==> config.mk <==
export PLATFORM = sky130hd
export DESIGN_NAME = bytecode_loader
export DESIGN_NICKNAME = d
export VERILOG_FILES = /design/src/rtl/bytecode_loader_pkg.sv /design/src/rtl/bytecode_loader_byte_packer.sv /design/src/rtl/bytecode_loader.sv
export SDC_FILE = /design/constraint.sdc
export NUM_CORES = 1
export LEC_CHECK = 0
export ABC_CLOCK_PERIOD_IN_PS = 4000
export BUFFER_PORTS_ARGS = -buffer_cell sky130_fd_sc_hd__buf_2
export CAP_MARGIN = 0
export CORE_ASPECT_RATIO = 1.25
export CORE_MARGIN = 2
export CORE_UTILIZATION = 30
export DETAILED_ROUTE_END_ITERATION = 10
export REMOVE_ABC_BUFFERS = 1
export SYNTH_ARGS = -nofsm -noshare
export SYNTH_HDL_FRONTEND = slang
export SYNTH_HIERARCHICAL = 1
export SYNTH_SLANG_ARGS = --single-unit
==> constraint.sdc <==
create_clock -name clk -period 4 [get_ports clk]
set_input_delay 0 -clock clk [delete_from_list [all_inputs] [get_ports clk]]
set_output_delay 0 -clock clk [all_outputs]
set_load 0.005 [all_outputs]
==> src/rtl/bytecode_loader_pkg.sv <==
// rtl/bytecode_loader_pkg.sv - shared states and constants for the bytecode loader
package bytecode_loader_pkg;

    typedef enum logic [2:0] {
        ST_IDLE,
        ST_COLLECT,
        ST_WRITE,
        ST_DONE,
        ST_ERROR
    } state_t;

    localparam int WORD_BYTES = 4;
    localparam int BYTE_WIDTH = 8;

    // JVM nop, used to pad the unfilled tail of the final word
    localparam logic [BYTE_WIDTH-1:0] NOP_PAD = 8'h00;

endpackage

==> src/rtl/bytecode_loader_byte_packer.sv <==
// rtl/bytecode_loader_byte_packer.sv - big-endian byte-to-word packing buffer
module byte_packer
    import bytecode_loader_pkg::*;
(
    input  logic                             clk,
    input  logic                             reset,
    input  logic                             i_clear,
    input  logic                             i_insert,
    input  logic [BYTE_WIDTH-1:0]            i_byte,
    output logic [WORD_BYTES*BYTE_WIDTH-1:0] o_word,
    output logic                             o_full
);

    logic [1:0]                      r_count;
    logic [WORD_BYTES*BYTE_WIDTH-1:0] r_word;

    always_ff @(posedge clk or negedge reset) begin
        if (!reset) begin
            r_count <= '0;
            r_word  <= '0;
        end else if (i_clear) begin
            r_count <= '0;
            r_word  <= {WORD_BYTES{NOP_PAD}};
        end else if (i_insert) begin
            r_count <= r_count + 2'd1;
            case (r_count)
                2'd0:    r_word[31:24] <= i_byte;
                2'd1:    r_word[23:16] <= i_byte;
                2'd2:    r_word[15:8]  <= i_byte;
                default: r_word[7:0]   <= i_byte;
            endcase
        end
    end

    assign o_word = r_word;
    // High in the same cycle as the insert that completes the word
    assign o_full = i_insert && (r_count == 2'(WORD_BYTES - 1));

endmodule

==> src/rtl/bytecode_loader.sv <==
// rtl/bytecode_loader.sv - packs a bytecode byte stream into words and writes instruction RAM
module bytecode_loader
    import bytecode_loader_pkg::*;
#(
    parameter int RAM_SIZE      = 256,
    parameter int ADDRESS_WIDTH = 8
) (
    input  logic                     clk,
    input  logic                     reset,
    input  logic [ADDRESS_WIDTH-1:0] base_address,
    input  logic                     load_start,
    input  logic [7:0]               byte_in,
    input  logic                     byte_valid,
    input  logic                     byte_last,
    output logic                     byte_ready,
    output logic [ADDRESS_WIDTH-1:0] mem_address,
    output logic [31:0]              mem_data,
    output logic                     mem_rwn,
    output logic                     mem_start,
    input  logic                     mem_ready,
    output logic                     done,
    output logic                     overflow
);

    localparam logic [ADDRESS_WIDTH:0] RAM_LIMIT = (ADDRESS_WIDTH + 1)'(RAM_SIZE);

    state_t                   r_state;
    state_t                   w_next;
    logic [ADDRESS_WIDTH-1:0] r_addr;
    logic                     r_last;
    logic                     r_byte_ready;
    logic                     r_mem_start;
    logic                     r_mem_rwn;
    logic                     r_done;
    logic                     r_overflow;

    logic                     w_clear;
    logic                     w_insert;
    logic                     w_load_base;
    logic                     w_advance;
    logic                     w_full;
    logic                     w_accept;
    logic                     w_mem_accept;
    logic [31:0]              w_word;
    logic [ADDRESS_WIDTH:0]   w_addr_next_wide;

    assign w_accept         = r_byte_ready && byte_valid;
    assign w_mem_accept     = r_mem_start && mem_ready;
    // One bit wider than the address so a wrap to zero still reads as out of room
    assign w_addr_next_wide = {1'b0, r_addr} + (ADDRESS_WIDTH + 1)'(WORD_BYTES);

    byte_packer u_packer (
        .clk      (clk),
        .reset    (reset),
        .i_clear  (w_clear),
        .i_insert (w_insert),
        .i_byte   (byte_in),
        .o_word   (w_word),
        .o_full   (w_full)
    );

    always_ff @(posedge clk or negedge reset) begin
        if (!reset) begin
            r_state <= ST_IDLE;
        end else begin
            r_state <= w_next;
        end
    end

    always_comb begin
        w_next      = r_state;
        w_clear     = 1'b0;
        w_insert    = 1'b0;
        w_load_base = 1'b0;
        w_advance   = 1'b0;
        case (r_state)
            ST_IDLE, ST_DONE, ST_ERROR: begin
                if (load_start) begin
                    w_next      = ST_COLLECT;
                    w_clear     = 1'b1;
                    w_load_base = 1'b1;
                end
            end
            ST_COLLECT: begin
                if (w_accept) begin
                    w_insert = 1'b1;
                    if (w_full || byte_last) begin
                        w_next = ST_WRITE;
                    end
                end
            end
            ST_WRITE: begin
                if (w_mem_accept) begin
                    if (r_last) begin
                        w_next = ST_DONE;
                    end else if (w_addr_next_wide >= RAM_LIMIT) begin
                        w_next = ST_ERROR;
                    end else begin
                        w_next    = ST_COLLECT;
                        w_clear   = 1'b1;
                        w_advance = 1'b1;
                    end
                end
            end
            default: w_next = ST_IDLE;
        endcase
    end

    always_ff @(posedge clk or negedge reset) begin
        if (!reset) begin
            r_addr <= '0;
            r_last <= 1'b0;
        end else begin
            if (w_load_base) begin
                r_addr <= base_address;
            end else if (w_advance) begin
                r_addr <= r_addr + ADDRESS_WIDTH'(WORD_BYTES);
            end
            if (w_clear) begin
                r_last <= 1'b0;
            end else if (w_insert) begin
                r_last <= byte_last;
            end
        end
    end

    // Outputs are decoded from the next state so they are registered yet aligned with the state
    always_ff @(posedge clk or negedge reset) begin
        if (!reset) begin
            r_byte_ready <= 1'b0;
            r_mem_start  <= 1'b0;
            r_mem_rwn    <= 1'b1;
            r_done       <= 1'b0;
            r_overflow   <= 1'b0;
        end else begin
            r_byte_ready <= (w_next == ST_COLLECT);
            r_mem_start  <= (w_next == ST_WRITE);
            r_mem_rwn    <= (w_next != ST_WRITE);
            r_done       <= (w_next == ST_DONE);
            r_overflow   <= (w_next == ST_ERROR);
        end
    end

    assign byte_ready  = r_byte_ready;
    assign mem_start   = r_mem_start;
    assign mem_rwn     = r_mem_rwn;
    assign done        = r_done;
    assign overflow    = r_overflow;
    assign mem_address = r_addr;
    assign mem_data    = w_word;

endmodule

# == Yosys cells after proc, flatten, opt, wreduce, memory -nomap -nowiden ==
# Index checks and enable logic that the tools add are counted.
# word_totals
reg_bits,51
inputBits,22
out_inout_bits,45
elab_cells,75
# op_classes
n_addsub,3
magnitude_cmp,1
eq_ne,13
mux,28
reduce_logical,17
# op_table
operator,count
two-way mux 32 bit,2
two-way mux 8 bit,6
two-way mux 3 bit,6
"== test 3 x 2 -> 1 bit, second input constant",4
two-way mux 1 bit,10
nonzero test 2 bit,5
"adder 8 x 3 -> 9 bit, second input constant",1
"greater-or-equal comparator 9 bit, second input constant",1
case mux 3 bit (3 select lines),1
"adder 8 x 3 -> 8 bit, second input constant",1
AND reduction 2 bit,4
"== test 3 x 1 -> 1 bit, second input constant",2
"== test 3 bit, second input constant",2
OR reduction 3 bit,2
"== test 2 bit, second input constant",2
two-way mux 2 bit,2
logical AND 1 bit,3
logical NOT 3 bit,1
"inequality test 3 x 2 -> 1 bit, second input constant",1
"adder 2 x 1 -> 2 bit, second input constant",1
"== test 2 x 1 -> 1 bit, second input constant",1
logical NOT 2 bit,1
"inequality test 2 x 1 -> 1 bit, second input constant",1
case mux 1 bit (2 select lines),1
logical OR 1 bit,1

# == Logic depth before layout (Yosys ltp) ==
# Gate-level depths: netlist (run 1).
# depth
word_depth,9
ltp_mapped,8
ltp_nobuf,7

# == Hierarchy ==
# The synthesis (run 1) kept the hierarchy.
# by_module_without_submodules
module,n_inst,cells_each,area_each_um2,seq_area_each_um2
byte_packer,1,130,1602.8,850.8
bytecode_loader,1,87,863.3,426.7

# == Worst setup path after synthesis (run 1) ==
# OpenSTA, ideal clock, no wires.
# synth_path
kind,register to register
from,reg r_state[1]
to,"reg r_mem_start, in the netlist mem_start"
setup_time_ns,0.066
t_arrival_ns,1.808
required_time_ns,3.934
slack_ns,2.127
path_stages_with_launch,9
path_buffers,1
synth_period_minus_slack_ns,1.873
path_cell_list,dfrtp_1 -> nand3b_1 -> nor3b_1 -> buf_6 -> and2_2 -> nor2_1 -> o21ai_0 -> o311a_4 -> and2_1
# synth_via
elab_chain_cells,8
word_cells_on_any_way,15
classes_between,eq/ne (5); mux (6); reduce/logical (4)
# synth_rtl
element,line,rtl
start: declaration,bytecode_loader.sv:27,state_t r_state;
start signal: assignment,bytecode_loader.sv:66,r_state <= w_next;
== test 3 x 1 -> 1 bit,bytecode_loader.sv:76,case (r_state)
two-way mux 1 bit,bytecode_loader.sv:76,
named net w_insert,bytecode_loader.sv:38,logic w_insert;
logical AND 1 bit,bytecode_loader_byte_packer.sv:37,assign o_full = i_insert && (r_count == 2'(WORD_BYTES - 1));
named net w_full,bytecode_loader.sv:41,logic w_full;
logical OR 1 bit,bytecode_loader.sv:87,if (w_full || byte_last) begin
two-way mux 3 bit,bytecode_loader.sv:87,
two-way mux 3 bit,bytecode_loader.sv:85,if (w_accept) begin
case mux 3 bit (3 select lines),bytecode_loader.sv:76,
== test 3 x 2 -> 1 bit,bytecode_loader.sv:137,r_mem_start <= (w_next == ST_WRITE);
end signal: assignment,bytecode_loader.sv:137,
end: declaration,bytecode_loader.sv:32,logic r_mem_start;
# The timed path passes the listed nets, and every way through them passes these cells.
# A chain may end at the register's enable or synchronous reset.

# == Worst setup path in the final report (run 1) ==
# layout_path
from,"reg r_addr[2], in the netlist mem_address[2]"
to,"reg u_packer.r_word[11], in the netlist u_packer/o_word[11]"
# layout_via
elab_chain_cells,8
word_cells_on_any_way,10
classes_between,add/sub (1); order compare (1); mux (5); reduce/logical (3)
# layout_rtl
element,line,rtl
start: declaration,bytecode_loader.sv:29,logic [ADDRESS_WIDTH-1:0] r_addr;
start signal: assignment,bytecode_loader.sv:115,r_addr <= base_address;
start signal: assignment,bytecode_loader.sv:117,r_addr <= r_addr + ADDRESS_WIDTH'(WORD_BYTES);
adder 8 x 3 -> 9 bit *,bytecode_loader.sv:50,"assign w_addr_next_wide = {1'b0, r_addr} + (ADDRESS_WIDTH + 1)'(WORD_BYTES);"
greater-or-equal comparator 9 bit *,bytecode_loader.sv:96,end else if (w_addr_next_wide >= RAM_LIMIT) begin
two-way mux 1 bit *,bytecode_loader.sv:96,
two-way mux 1 bit *,bytecode_loader.sv:94,if (r_last) begin
two-way mux 1 bit *,bytecode_loader.sv:93,if (w_mem_accept) begin
case mux 1 bit (2 select lines) *,bytecode_loader.sv:76,
named net w_clear,bytecode_loader.sv:37,logic w_clear;
nonzero test 2 bit (no source line),--,
AND reduction 2 bit (no source line),--,
end signal: assignment,bytecode_loader_byte_packer.sv:23,r_word <= {WORD_BYTES{NOP_PAD}};
end signal: assignment,bytecode_loader_byte_packer.sv:29,2'd2: r_word[15:8] <= i_byte;
end: declaration,bytecode_loader_byte_packer.sv:15,logic [WORD_BYTES*BYTE_WIDTH-1:0] r_word;
# The timed path passes the listed nets; every way through them passes the cells marked *.

==> results of run 1 <==
==> power by group through the flow <==
stage / combinational (µW) / sequential (µW) / clock [µW]
finish: 670 / 779 / 296
floorplan: 408 / 781 / 0
global route: 752 / 805 / 335
CTS: 684 / 784 / 308
detailed placement: 675 / 791 / 0
global placement: 663 / 790 / 0
==> kinds of logic (layout without fill, tap and decap cells) <==
logic type,count (synthesis),in the layout
AOI/OAI and AO/OA,15,15
xor gates and xnor gates,3,3
adders and majority gates,6,6
buffers and inverters,12,90
DFF,51,51
muxes,36,36
and+or+nand+nor,94,94
==> area by class of cell <==
type | instances | area (µm²) | area share (%)
clock buffer | 6 | 72.6 | 2.36
clock inverter | 2 | 12.5 | 0.407
inverter | 4 | 15.0 | 0.489
multi-input combinational | 154 | 1130 | 36.7
sequential | 51 | 1280 | 41.6
tap | 97 | 121 | 3.95
timing repair buffer | 78 | 445 | 14.5
==> layer usage <==
| metal | global-route usage (%) | vias to the layer above | routed length [µm] |
|---|---|---|---|
| met1 | 16.2 | 895 | 2520 |
| met3 | 2.90 | 4 | 253 |
| met5 | 0 | - | 0 |
| met2 | 22.9 | 46 | 2920 |
| met4 | 3.40 | 0 | 42 |
| li1 | - | 883 | - |
==> worst max-delay path by stage <==
stage / from / endpoint / slack, ns / depth (start not counted)
4_1_cts: mem_address[2]$_DFFE_PN0P_ / u_packer/o_word[7]$_DFFE_PN0P_ / 1.24 / 6
5_1_grt: mem_address[2]$_DFFE_PN0P_ / u_packer/o_word[7]$_DFFE_PN0P_ / 1.00 / 6
3_5_place_dp: mem_address[2]$_DFFE_PN0P_ / u_packer/o_word[15]$_DFFE_PN0P_ / 1.27 / 6
6_report: mem_address[2]$_DFFE_PN0P_ / u_packer/o_word[11]$_DFFE_PN0P_ / 1.29 / 6
2_1_floorplan: r_state[1]$_DFF_PN0_ / mem_start$_DFF_PN0_ / 1.62 / 7
3_3_place_gp: mem_address[2]$_DFFE_PN0P_ / u_packer/o_word[9]$_DFFE_PN0P_ / 1.37 / 6
==> stage by stage <==
step | total power (µW) | worst slack, ns
after floorplan | 1190 | 1.62
after detailed placement | 1470 | 1.27
final | 1750 | 1.29
after global routing | 1890 | 1.00
after CTS | 1780 | 1.24
after global placement | 1450 | 1.37
==> state kept, by name, indices dropped and copies added, names as in the netlist <==
register / flops
r_state: 3
mem_address: 8
overflow: 1
r_last: 1
u_packer/o_word: 32
u_packer/r_count: 2
done: 1
mem_rwn: 1
byte_ready: 1
mem_start: 1
==> layout by cell type (no fill, tap or decap), types with 2 or more instances in the layout <==
cell / Yosys / routed
and2_2: 2 / 2
nor2b_1: 2 / 2
a31o_2: 2 / 2
dfrtp_1: 50 / 50
and2_1: 2 / 2
inv_1: 4 / 4
nand3_1: 2 / 2
o21ai_0: 5 / 5
and3b_1: 2 / 2
nor2_1: 8 / 8
nor3b_1: 2 / 2
xor2_1: 2 / 2
dlygate4sd3_1: 0 / 10
mux2i_1: 36 / 36
o2111ai_1: 2 / 2
nand2b_1: 41 / 41
nor3_1: 4 / 4
clkbuf_8: 0 / 5
nand2_2: 3 / 3
buf_4: 0 / 2
nand2_1: 18 / 18
ha_1: 6 / 6
buf_2: 2 / 66
o211ai_1: 2 / 2
==> critical path, delay by kind of cell (launching register included) <==
family | cells | cell delay, ns
flops | 1 | 0.42
simple gates | 3 | 1.42
fa+ha+maj | 1 | 0.21
compound gates | 1 | 0.42
mux | 1 | 0.15
==> what timing repair did <==
item / in CTS / in global routing
hold buffers: 10 / 0
endpoints found under the hold margin: 59 / 0
gates resized for setup: 0 / 0
==> flow_summary_export.csv, run 1 <==
group,metric,value,unit
route,drtAntennaViolNets,0,
clocking,clk-insertion-delay-late,0.30,ns
worst_setup_path,worst-endpoint-arrival,2.94,ns
hold_path,hold-path-endpoint,"u_packer/o_word[12]$_DFFE_PN0P_",
placement,dp.final_hpwl,3840,µm
sta,setup-violations-final,0,
grt,grt_pass1_wl,9360,µm
final_layout,area_growth,24.5,%
logic_synthesis,largest_family_of_logic_cells_by_synthesized_area,"simple AND/OR/NAND/NOR gates",
final_layout,share_of_layout_cells_above_drive_strength_1,30.2,%
worst_setup_path,setup_slack_of_the_worst_register_to_register_path,1.29,ns
clocking,clk_pin_slew,0.10,ns
hold_path,min_path_cells,3,
logic_synthesis,synth_enable_flop_cells,0,
route,average_wire_per_cell_in_the_routed_design,14.6,µm
pwr,internal-power,1120,µW
logic_synthesis,post_synth_fa_ha_maj_area_fraction,3.04,%
sta,fin_skew,0.00750,ns
logic_synthesis,post_synthesis_share_of_cell_area_spent_on_and_or_nand_and_nor_gates,22.1,%
clocking,clock_sinks,51,
logic_synthesis,post_synth.cell_area_avg,11.4,µm²
placement,placed_cells_incl_taps,374,
logic_synthesis,count_leader_synth,"dfrtp_1",
logic_synthesis,synth_top_cells_by_area,"dfrtp_1 (51%), mux2i_1 (15%), nand2b_1 (10%), ha_1 (3.0%), nand2_1 (2.7%)",
final_layout,final_area,3070,µm²
worst_setup_path,largest_fanout_on_the_critical_path,43,
sta,unrepaired_setup_endpoints_after_global_routing,"false",
sta,timing.final.crit_share,67.8,%
floorplanning,chipHeight,105,µm
logic_synthesis,synth.largest_area_cell,"dfrtp_1",
final_layout,post-route-util,37.9,%
worst_setup_path,regToRegStartpoint,"mem_address[2]$_DFFE_PN0P_",
floorplanning,placeableCoreArea,8100,µm²
route,routed_wirelength,5730,µm
sta,slew_violations,0,
logic_synthesis,post_synth_most_frequent_cells,"dfrtp_1 (50), nand2b_1 (41), mux2i_1 (36)",
final_layout,stdcell_count,392,
worst_setup_path,startpoint_class_of_the_critical_path,"register",
logic_synthesis,ys_seq_area_share,51.8,%
logic_synthesis,synth-async-reset-ratio,100,%
route,dr.first_iter.drc_count,79,
pwr,worst_vdd_rail_ir_drop,0.232,mV
sta,fmax,0.369,GHz
route,vias,1828,
logic_synthesis,syn_area,2470,µm²
logic_synthesis,synthXorXnorAreaFrac,1.07,%
placement,dpl-instance-area,2890,µm²
clocking,tritoncts_clock_tree,"yes",
grt,grt_antenna_before_repair,0,
worst_setup_path,timing.critical_path.slowest_cell_delay,0.75,ns
floorplanning,starting_density,30.4,%
clocking,htree_levels,2,
worst_setup_path,list_of_cells_traversed_by_the_critical_path,"ha_1, nand3_1, o211ai_1, nand2_1, nand2b_1, mux2i_1",
pwr,fraction_of_power_consumed_by_combinational_cells,38.4,%
route,routed_via_density,4.66,
floorplanning,die_w,85.1,µm
clocking,cts.root.buffer_cell,"clkbuf_8",
logic_synthesis,synth.lib_cells_used.distinct,37,
sta,timing.setup.tns,0,ns
final_layout,final.fill_count,815,
worst_setup_path,worst_setup_end_kind,"register",
logic_synthesis,yosysTopAreaCellShare,50.7,%
placement,port-buffer-count,66,
pwr,sw_frac_of_total,36.1,%
final_layout,antenna_cells,0,
logic_synthesis,synth_mux_area_share,14.6,%
grt,global_route.usage.total,13.1,%
logic_synthesis,postSynthRegisterBits,51,
worst_setup_path,crit_type,"register to register",
placement,globalplace.congestion,0.791,
pwr,p_per_area,568,nW/µm²
route,drt_pre_antenna_iters,4,
worst_setup_path,critical_path_required,4.22,ns
logic_synthesis,syn-instance-count,217,
grt,grt_max_degree,52,
floorplanning,num_rows,37,
logic_synthesis,yosysWarnings,6,
floorplanning,fp.dieArea,8970,µm²
clocking,cts_made_buffers,5,
job,max-cap-violations,0,
sta,fin_crit,2.71,ns
hold_path,timing.hold.worst.class,"input port to register",
pwr,power_leakage,0.00167,µW
worst_setup_path,critPathSlowestCell,"nand2_1",
clocking,clockBufferDepth,2,
pwr,sequentialPowerShare,44.7,%
sta,hold-worst-slack,0.0219,ns
grt,first_global_vias,1836,
worst_setup_path,crit-reg2reg-capture,"u_packer/o_word[11]$_DFFE_PN0P_",
grt,grt-ovfl-total,0,
route,drt_drc_violations_left,0,
hold_path,min_from,"byte_in[4]",
outcome,status,"finished, final reports clean",
final_layout,final_net_count,322,
pwr,pwr-share-clk,17.0,%
worst_setup_path,rr_worst_depth,6,
logic_synthesis,most_used_flip_flop_cell_after_synthesis,"dfrtp_1",
clocking,post_cts.repair.setup_buffers,0,
pwr,power.net_switching,630,µW
sta,relSlewSlack,25.6,%
floorplanning,floorplan.io_pins,67,
logic_synthesis,synth-compound-area-share,4.87,%
sta,finalHoldViolations,0,
sta,max_slew.worst_pin.slew,1.11,ns
Power figures use the tool's default switching activity.
==> inputs of run 2 (changes only) <==
- ABC_AREA: not set -> 1
- ABC_CLOCK_PERIOD_IN_PS: 4000 -> 2400
- clock period: 4 -> 2.4 ns (I/O delays scaled with it)
==> run 2 against run 1 <==
Against the previous run:
- count of clock-buffer cells in the layout fell by 1
- register-to-register slack worse by 0.60 ns
- critical path depth up 3
- design area grew 5.9%
- sequential share of layout area down 2.3 points
- synthesized area increased by 9.0%
- wire length up 11%
- synthesized cell count grew 42%
- cell count up 28%
- hold slack got worse by 0.0018 ns
- non-clock buffer count is 5 lower
- critical path type unchanged
- largest cell class unchanged
==> flow_summary_export.csv, run 2 <==
group,metric,value,unit
final_layout,post-route-util,37.4,%
worst_setup_path,startpoint_class_of_the_critical_path,"register",
logic_synthesis,synth.largest_area_cell,"dfrtp_1",
final_layout,mostFrequentLayoutCells,"nand2_1 (117), buf_2 (66), dfrtp_1 (50)",
sta,setup-violations-final,0,
floorplanning,floorplan.io_pins,67,
worst_setup_path,timing.critical_path.slowest_cell_delay,0.41,ns
sta,finalHoldViolations,0,
logic_synthesis,synth_enable_flop_cells,0,
worst_setup_path,crit_family,"simple AND/OR/NAND/NOR gates",
hold_path,min_from,"byte_in[0]",
worst_setup_path,worst_setup_path_startpoint,"mem_address[3]$_DFFE_PN0P_",
placement,preCtsSetupSlack,0.700,ns
floorplanning,starting_density,30.9,%
logic_synthesis,count_leader_synth,"nand2_1",
sta,unrepaired_setup_endpoints_after_global_routing,"false",
sta,fmax,0.583,GHz
clocking,cts_made_buffers,5,
sta,fin_crit,1.72,ns
grt,grt_antenna_before_repair,0,
job,max-cap-violations,0,
final_layout,area_growth,20.9,%
floorplanning,chipHeight,110,µm
clocking,clk-insertion-delay-late,0.30,ns
logic_synthesis,synthXorXnorAreaFrac,0,%
route,vias,2239,
sta,fin_skew,0.00919,ns
worst_setup_path,critPathSlowestCell,"dfrtp_1",
clocking,cts_hold_repair.buffers,4,
floorplanning,fp.dieArea,9740,µm²
route,routed_via_density,4.46,
worst_setup_path,cp_num_buf_inv,2,
logic_synthesis,synth_top_cells_by_area,"dfrtp_1 (47%), nand2_1 (16%), nand3_1 (7.3%), nand3_2 (5.6%), inv_1 (3.5%)",
floorplanning,die_w,88.7,µm
logic_synthesis,yosysWarnings,6,
pwr,power_leakage,0.00184,µW
worst_setup_path,regToRegStartpoint,"mem_address[3]$_DFFE_PN0P_",
grt,grt_pass1_wl,10400,µm
final_layout,final_common_cell,"nand2_1",
clocking,clock_sinks,51,
clocking,tritoncts_clock_tree,"yes",
logic_synthesis,post_synthesis_share_of_cell_area_spent_on_and_or_nand_and_nor_gates,38.7,%
pwr,p_per_area,1010,nW/µm²
logic_synthesis,post_synth_most_frequent_cells,"nand2_1 (117), dfrtp_1 (50), nand3_1 (39)",
worst_setup_path,worst_setup_end_kind,"register",
final_layout,antenna_cells,0,
logic_synthesis,yosysTopAreaCellShare,46.6,%
logic_synthesis,syn_area,2690,µm²
sta,relSlewSlack,75.6,%
final_layout,final-seq-area,1280,µm²
logic_synthesis,synth.lib_cells_used.distinct,28,
logic_synthesis,synth-async-reset-ratio,100,%
grt,grt_max_degree,35,
clocking,ctsResizeCount,0,
floorplanning,placeableCoreArea,8700,µm²
placement,port-buffer-count,66,
pwr,worst_vdd_rail_ir_drop,0.392,mV
route,drt_drc_violations_left,0,
logic_synthesis,post_synth_fa_ha_maj_area_fraction,2.79,%
placement,globalplace.congestion,0.815,
final_layout,multiInputGateArea,1160,µm²
final_layout,share_of_layout_cells_above_drive_strength_1,31.4,%
logic_synthesis,synth_mux_area_share,0,%
outcome,status,"finished, final reports clean",
route,dr.first_iter.drc_count,114,
worst_setup_path,worst-endpoint-arrival,1.96,ns
sta,slew_violations,0,
clocking,cts.root.buffer_cell,"clkbuf_8",
route,drt_pre_antenna_iters,4,
route,routed_wirelength,6380,µm
worst_setup_path,critical_path_required,2.65,ns
worst_setup_path,largest_fanout_on_the_critical_path,34,
logic_synthesis,post_synth.cell_area_avg,8.70,µm²
logic_synthesis,syn-instance-count,309,
clocking,post_cts.repair.setup_buffers,0,
worst_setup_path,list_of_cells_traversed_by_the_critical_path,"ha_1, nand2_1, inv_1, nand2_2, nand2_2, nand2_4, inv_8, nand3_1, nand2_1",
final_layout,final_net_count,410,
sta,fin_ws,0.685,ns
placement,dpl-instance-area,3100,µm²
worst_setup_path,crit_type,"register to register",
logic_synthesis,largest_family_of_logic_cells_by_synthesized_area,"simple AND/OR/NAND/NOR gates",
grt,first_global_vias,2186,
sta,timing.final.crit_share,71.5,%
final_layout,final_area,3250,µm²
final_layout,largest_reg_flops,32,
logic_synthesis,ys_seq_area_share,47.5,%
hold_path,timing.hold.worst.class,"input port to register",
grt,global_route.usage.total,13.6,%
grt,grt-ovfl-total,0,
logic_synthesis,postSynthRegisterBits,51,
sta,max_slew.worst_pin.slew,0.365,ns
placement,dp.final_hpwl,4730,µm
route,drtAntennaViolNets,0,
clocking,clockBufferDepth,2,
clocking,clk_pin_slew,0.10,ns
logic_synthesis,most_used_flip_flop_cell_after_synthesis,"dfrtp_1",
final_layout,final.fill_count,921,
route,average_wire_per_cell_in_the_routed_design,12.7,µm
floorplanning,num_rows,38,
clocking,htree_levels,2,
logic_synthesis,synth-compound-area-share,1.49,%
## run 2: changes by cell type after synthesis, sizes merged, moves of 4 or more
cell | before | now
nor2 | 8 | 22
inv | 4 | 28
nand2b | 41 | 0
clkbuf | 4 | 0
and2 | 5 | 0
clkinv | 0 | 4
nand3 | 2 | 54
nand2 | 21 | 126
mux2i | 36 | 0
## run 2: routing by layer
metal	global-route usage, %	share of wire [%]	up-vias
li1	-	-	1118
met1	16.9	44	1055
met2	23.6	51	62
met3	3.08	4.6	4
met4	3.68	0.93	0
met5	0	0	-
## run 2: final timing paths
path | endpoint | slack [ns] | cells after the start
worst max-delay path | u_packer/o_word[7]$_DFFE_PN0P_ | 0.68 | 9
worst min-delay path | u_packer/o_word[0]$_DFFE_PN0P_ | 0.02 | 5
worst max register to register | u_packer/o_word[7]$_DFFE_PN0P_ | 0.68 | 9
worst min register to register | mem_address[0]$_DFFE_PN0P_ | 0.47 | 2
max in group asynchronous | mem_rwn$_DFF_PN1_ | 1.85 | 3
min in group asynchronous | u_packer/o_word[24]$_DFFE_PN0P_ | 0.22 | 3
## run 2: cell families after synthesis
family	Yosys count
compound gates	7
simple gates	206
flops	51
buf+inv	39
fa+ha+maj	6
## run 2: metrics by stage
stage               TNS, ns  std cells  total power, µW  hold slack (ns)
floorplan            -0.177        302             2210           -0.296
global placement          0        491             2690           0.0234
detailed placement        0        491             2720           0.0229
CTS                       0        502             3330           0.0109
global route              0        502             3560           0.0306
finish                    0        502             3270           0.0201
## run 2: area by class of cell
class,instances,share of cell area (%)
clock inverter,2,1.15
tap,120,4.62
inverter,32,5.08
timing repair buffer,73,12.1
sequential,51,39.3
multi-input combinational,219,35.6
clock buffer,5,2.12
## run 2: power breakdown
part | leakage, µW | internal, µW | switching, µW | total (µW)
sequential | 0.000683 | 1120 | 200 | 1320
combinational | 0.00111 | 506 | 858 | 1360
clock | 0.0000502 | 305 | 287 | 592
total | 0.00184 | 1930 | 1350 | 3270
## run 2: worst min-delay path, cell delays in order
cell	delay, ns
buf_2	0.10
inv_1	0.06
nor2_2	0.05
nand2_1	0.05
nand2_1	0.04
==> inputs of run 3 (changes only) <==
- ABC_CLOCK_PERIOD_IN_PS: 2400 -> 1500
- clock period: 2.4 -> 1.5 ns (I/O delays scaled with it)
==> run 3 against run 2 <==
Against the previous run:
- critical path depth is 1 higher
- largest power group unchanged
- via count is 2.0% higher
- register-to-register slack worse by 0.65 ns
- hold slack better by 0.014 ns
==> flow_summary_export.csv, run 3 (synthesized netlist as in run 2, its figures left out) <==
group,metric,value,unit
route,dr.first_iter.drc_count,96,
sta,slew_violations,0,
sta,setup-violations-final,0,
sta,fin_crit,1.46,ns
clocking,clock_sinks,51,
floorplanning,floorplan.io_pins,67,
clocking,clockBufferDepth,2,
route,drtAntennaViolNets,0,
worst_setup_path,critical_path_required,1.70,ns
worst_setup_path,critPathSlowestCell,"dfrtp_1",
final_layout,final_net_count,428,
pwr,worst_vdd_rail_ir_drop,0.546,mV
grt,first_global_vias,2227,
route,drt_drc_violations_left,0,
placement,port-buffer-count,66,
final_layout,stdcell_count,521,
clocking,clk_pin_slew,0.09,ns
sta,fin_skew,0.0108,ns
hold_path,min_from,"base_address[7]",
worst_setup_path,setup_slack_of_the_worst_register_to_register_path,0.04,ns
worst_setup_path,rr_worst_depth,10,
worst_setup_path,regToRegStartpoint,"r_state[1]$_DFF_PN0_",
final_layout,area_growth,29.8,%
grt,global_route.usage.total,13.7,%
pwr,p_per_area,1590,nW/µm²
final_layout,final_common_cell,"nand2_1",
route,routed_wirelength,6550,µm
clocking,tritoncts_clock_tree,"yes",
sta,timing.final.crit_share,97.7,%
route,routed_via_density,4.38,
sta,max_slew.worst_pin.slew,0.393,ns
floorplanning,starting_density,30.9,%
clocking,cts.root.buffer_cell,"clkbuf_8",
worst_setup_path,worst_setup_end_kind,"register",
sta,unrepaired_setup_endpoints_after_global_routing,"true",
worst_setup_path,startpoint_class_of_the_critical_path,"register",
worst_setup_path,crit-reg2reg-capture,"byte_ready$_DFF_PN0_",
floorplanning,num_rows,38,
route,drt_pre_antenna_iters,4,
sta,relSlewSlack,73.8,%
worst_setup_path,largest_fanout_on_the_critical_path,4,
outcome,status,"finished, final reports clean",
pwr,power_leakage,0.00195,µW
final_layout,mostFrequentLayoutCells,"nand2_1 (117), buf_2 (66), dfrtp_1 (50)",
route,vias,2283,
job,max-cap-violations,0,
sta,finalHoldViolations,0,
floorplanning,placeableCoreArea,8700,µm²
hold_path,min_path_cells,4,
grt,grt-ovfl-total,0,
placement,globalplace.congestion,0.878,
placement,dp.final_hpwl,4810,µm
sta,fmax,0.683,GHz
floorplanning,fp.dieArea,9740,µm²
placement,placed_cells_incl_taps,505,
grt,grt_antenna_before_repair,0,
grt,grt_max_degree,35,
worst_setup_path,worst-endpoint-arrival,1.66,ns
clocking,clk-insertion-delay-late,0.31,ns
hold_path,hold-path-endpoint,"mem_address[7]$_DFFE_PN0P_",
final_layout,largest_reg_flops,32,
grt,grt_pass1_wl,10400,µm
hold_path,timing.hold.worst.class,"input port to register",
final_layout,final.fill_count,905,
floorplanning,chipHeight,110,µm
worst_setup_path,crit_type,"register to register",
clocking,htree_levels,2,
floorplanning,die_w,88.7,µm
worst_setup_path,list_of_cells_traversed_by_the_critical_path,"inv_2, nand3_2, nor2_2, nand2_1, inv_1, nor2_2, nor3_2, inv_1, nand3_2, nor2_1",
final_layout,antenna_cells,0,
final_layout,share_of_layout_cells_above_drive_strength_1,36.2,%
sta,hold-worst-slack,0.0345,ns
route,average_wire_per_cell_in_the_routed_design,12.6,µm
worst_setup_path,timing.critical_path.slowest_cell_delay,0.44,ns
clocking,cts_made_buffers,5,
run 3: changes by cell type in the layout (fill, tap and decap cells not counted), sizes merged:
cell	previous run	this run
buf	69	85
clkbuf	5	6
bufinv	1	0
nand2	126	127
dlygate4sd3	4	5
inv	28	29
run 3: timing repair:
action | CTS | global route
buffers inserted | 0 | 2
endpoints found under the hold margin | 49 | 0
pin swaps | 0 | 10
resized for setup | 1 | 21
hold buffers | 5 | 0
cloned | 0 | 1
setup endpoints to repair | 1 | 45
run 3: layout make-up:
cell class / instances / area, µm² / area share [%]
multi-input cells: 220 / 1250 / 35.8
clock inverters: 2 / 16.3 / 0.466
flip-flops and latches: 51 / 1280 / 36.6
inverters: 32 / 170 / 4.88
repair buffers: 90 / 552 / 15.8
clock buffers: 6 / 72.6 / 2.08
well taps: 120 / 150 / 4.30
run 3: report_power, final:
group | total [µW] | internal, µW | leakage [µW] | switching, µW
Clock | 811 | 336 | 0.0000418 | 474
Sequential | 2060 | 1790 | 0.000683 | 271
Combinational | 2670 | 1100 | 0.00122 | 1560
run 3: worst max-delay path by stage:
| stage | startpoint | endpoint | slack, ns | cells past startpoint |
|---|---|---|---|---|
| after floorplan | r_state[1]$_DFF_PN0_ | byte_ready$_DFF_PN0_ | -0.97 | 10 |
| after global placement | r_state[1]$_DFF_PN0_ | done$_DFF_PN0_ | 0.03 | 10 |
| after detailed placement | r_state[1]$_DFF_PN0_ | byte_ready$_DFF_PN0_ | 0.009 | 10 |
| after CTS | r_state[1]$_DFF_PN0_ | done$_DFF_PN0_ | 0.001 | 10 |
| after global routing | r_state[1]$_DFF_PN0_ | done$_DFF_PN0_ | -0.09 | 10 |
| final | r_state[1]$_DFF_PN0_ | byte_ready$_DFF_PN0_ | 0.04 | 10 |
run 3: routing by layer:
metal	GRT usage, %	share of wire, %	vias up
li1	-	-	1160
met1	16.6	43	1052
met2	24.1	51	67
met3	3.08	5.8	4
met4	3.90	0.82	0
met5	0	0	-
run 3: metrics by stage:
| stage | worst slack (ns) | power (µW) | cell area (µm²) | TNS (ns) | utilization [%] |
|---|---|---|---|---|---|
| after floorplan | -0.972 | 3530 | 2600 | -27.20 | - |
| after global placement | 0.0284 | 4550 | 3230 | 0 | 37.2 |
| after detailed placement | 0.00936 | 4590 | 3230 | 0 | 37.2 |
| after CTS | 0.00102 | 5450 | 3380 | 0 | 38.8 |
| after global routing | -0.0918 | 6030 | 3490 | -1.07 | 40.1 |
| final | 0.0351 | 5540 | 3490 | 0 | 40.1 |
run 3: critical path, delay by kind of cell (launching register included):
kind                   cells  cell delay, ns
buffers and inverters      3            0.23
DFF                        1            0.44
and+or+nand+nor            7            0.69
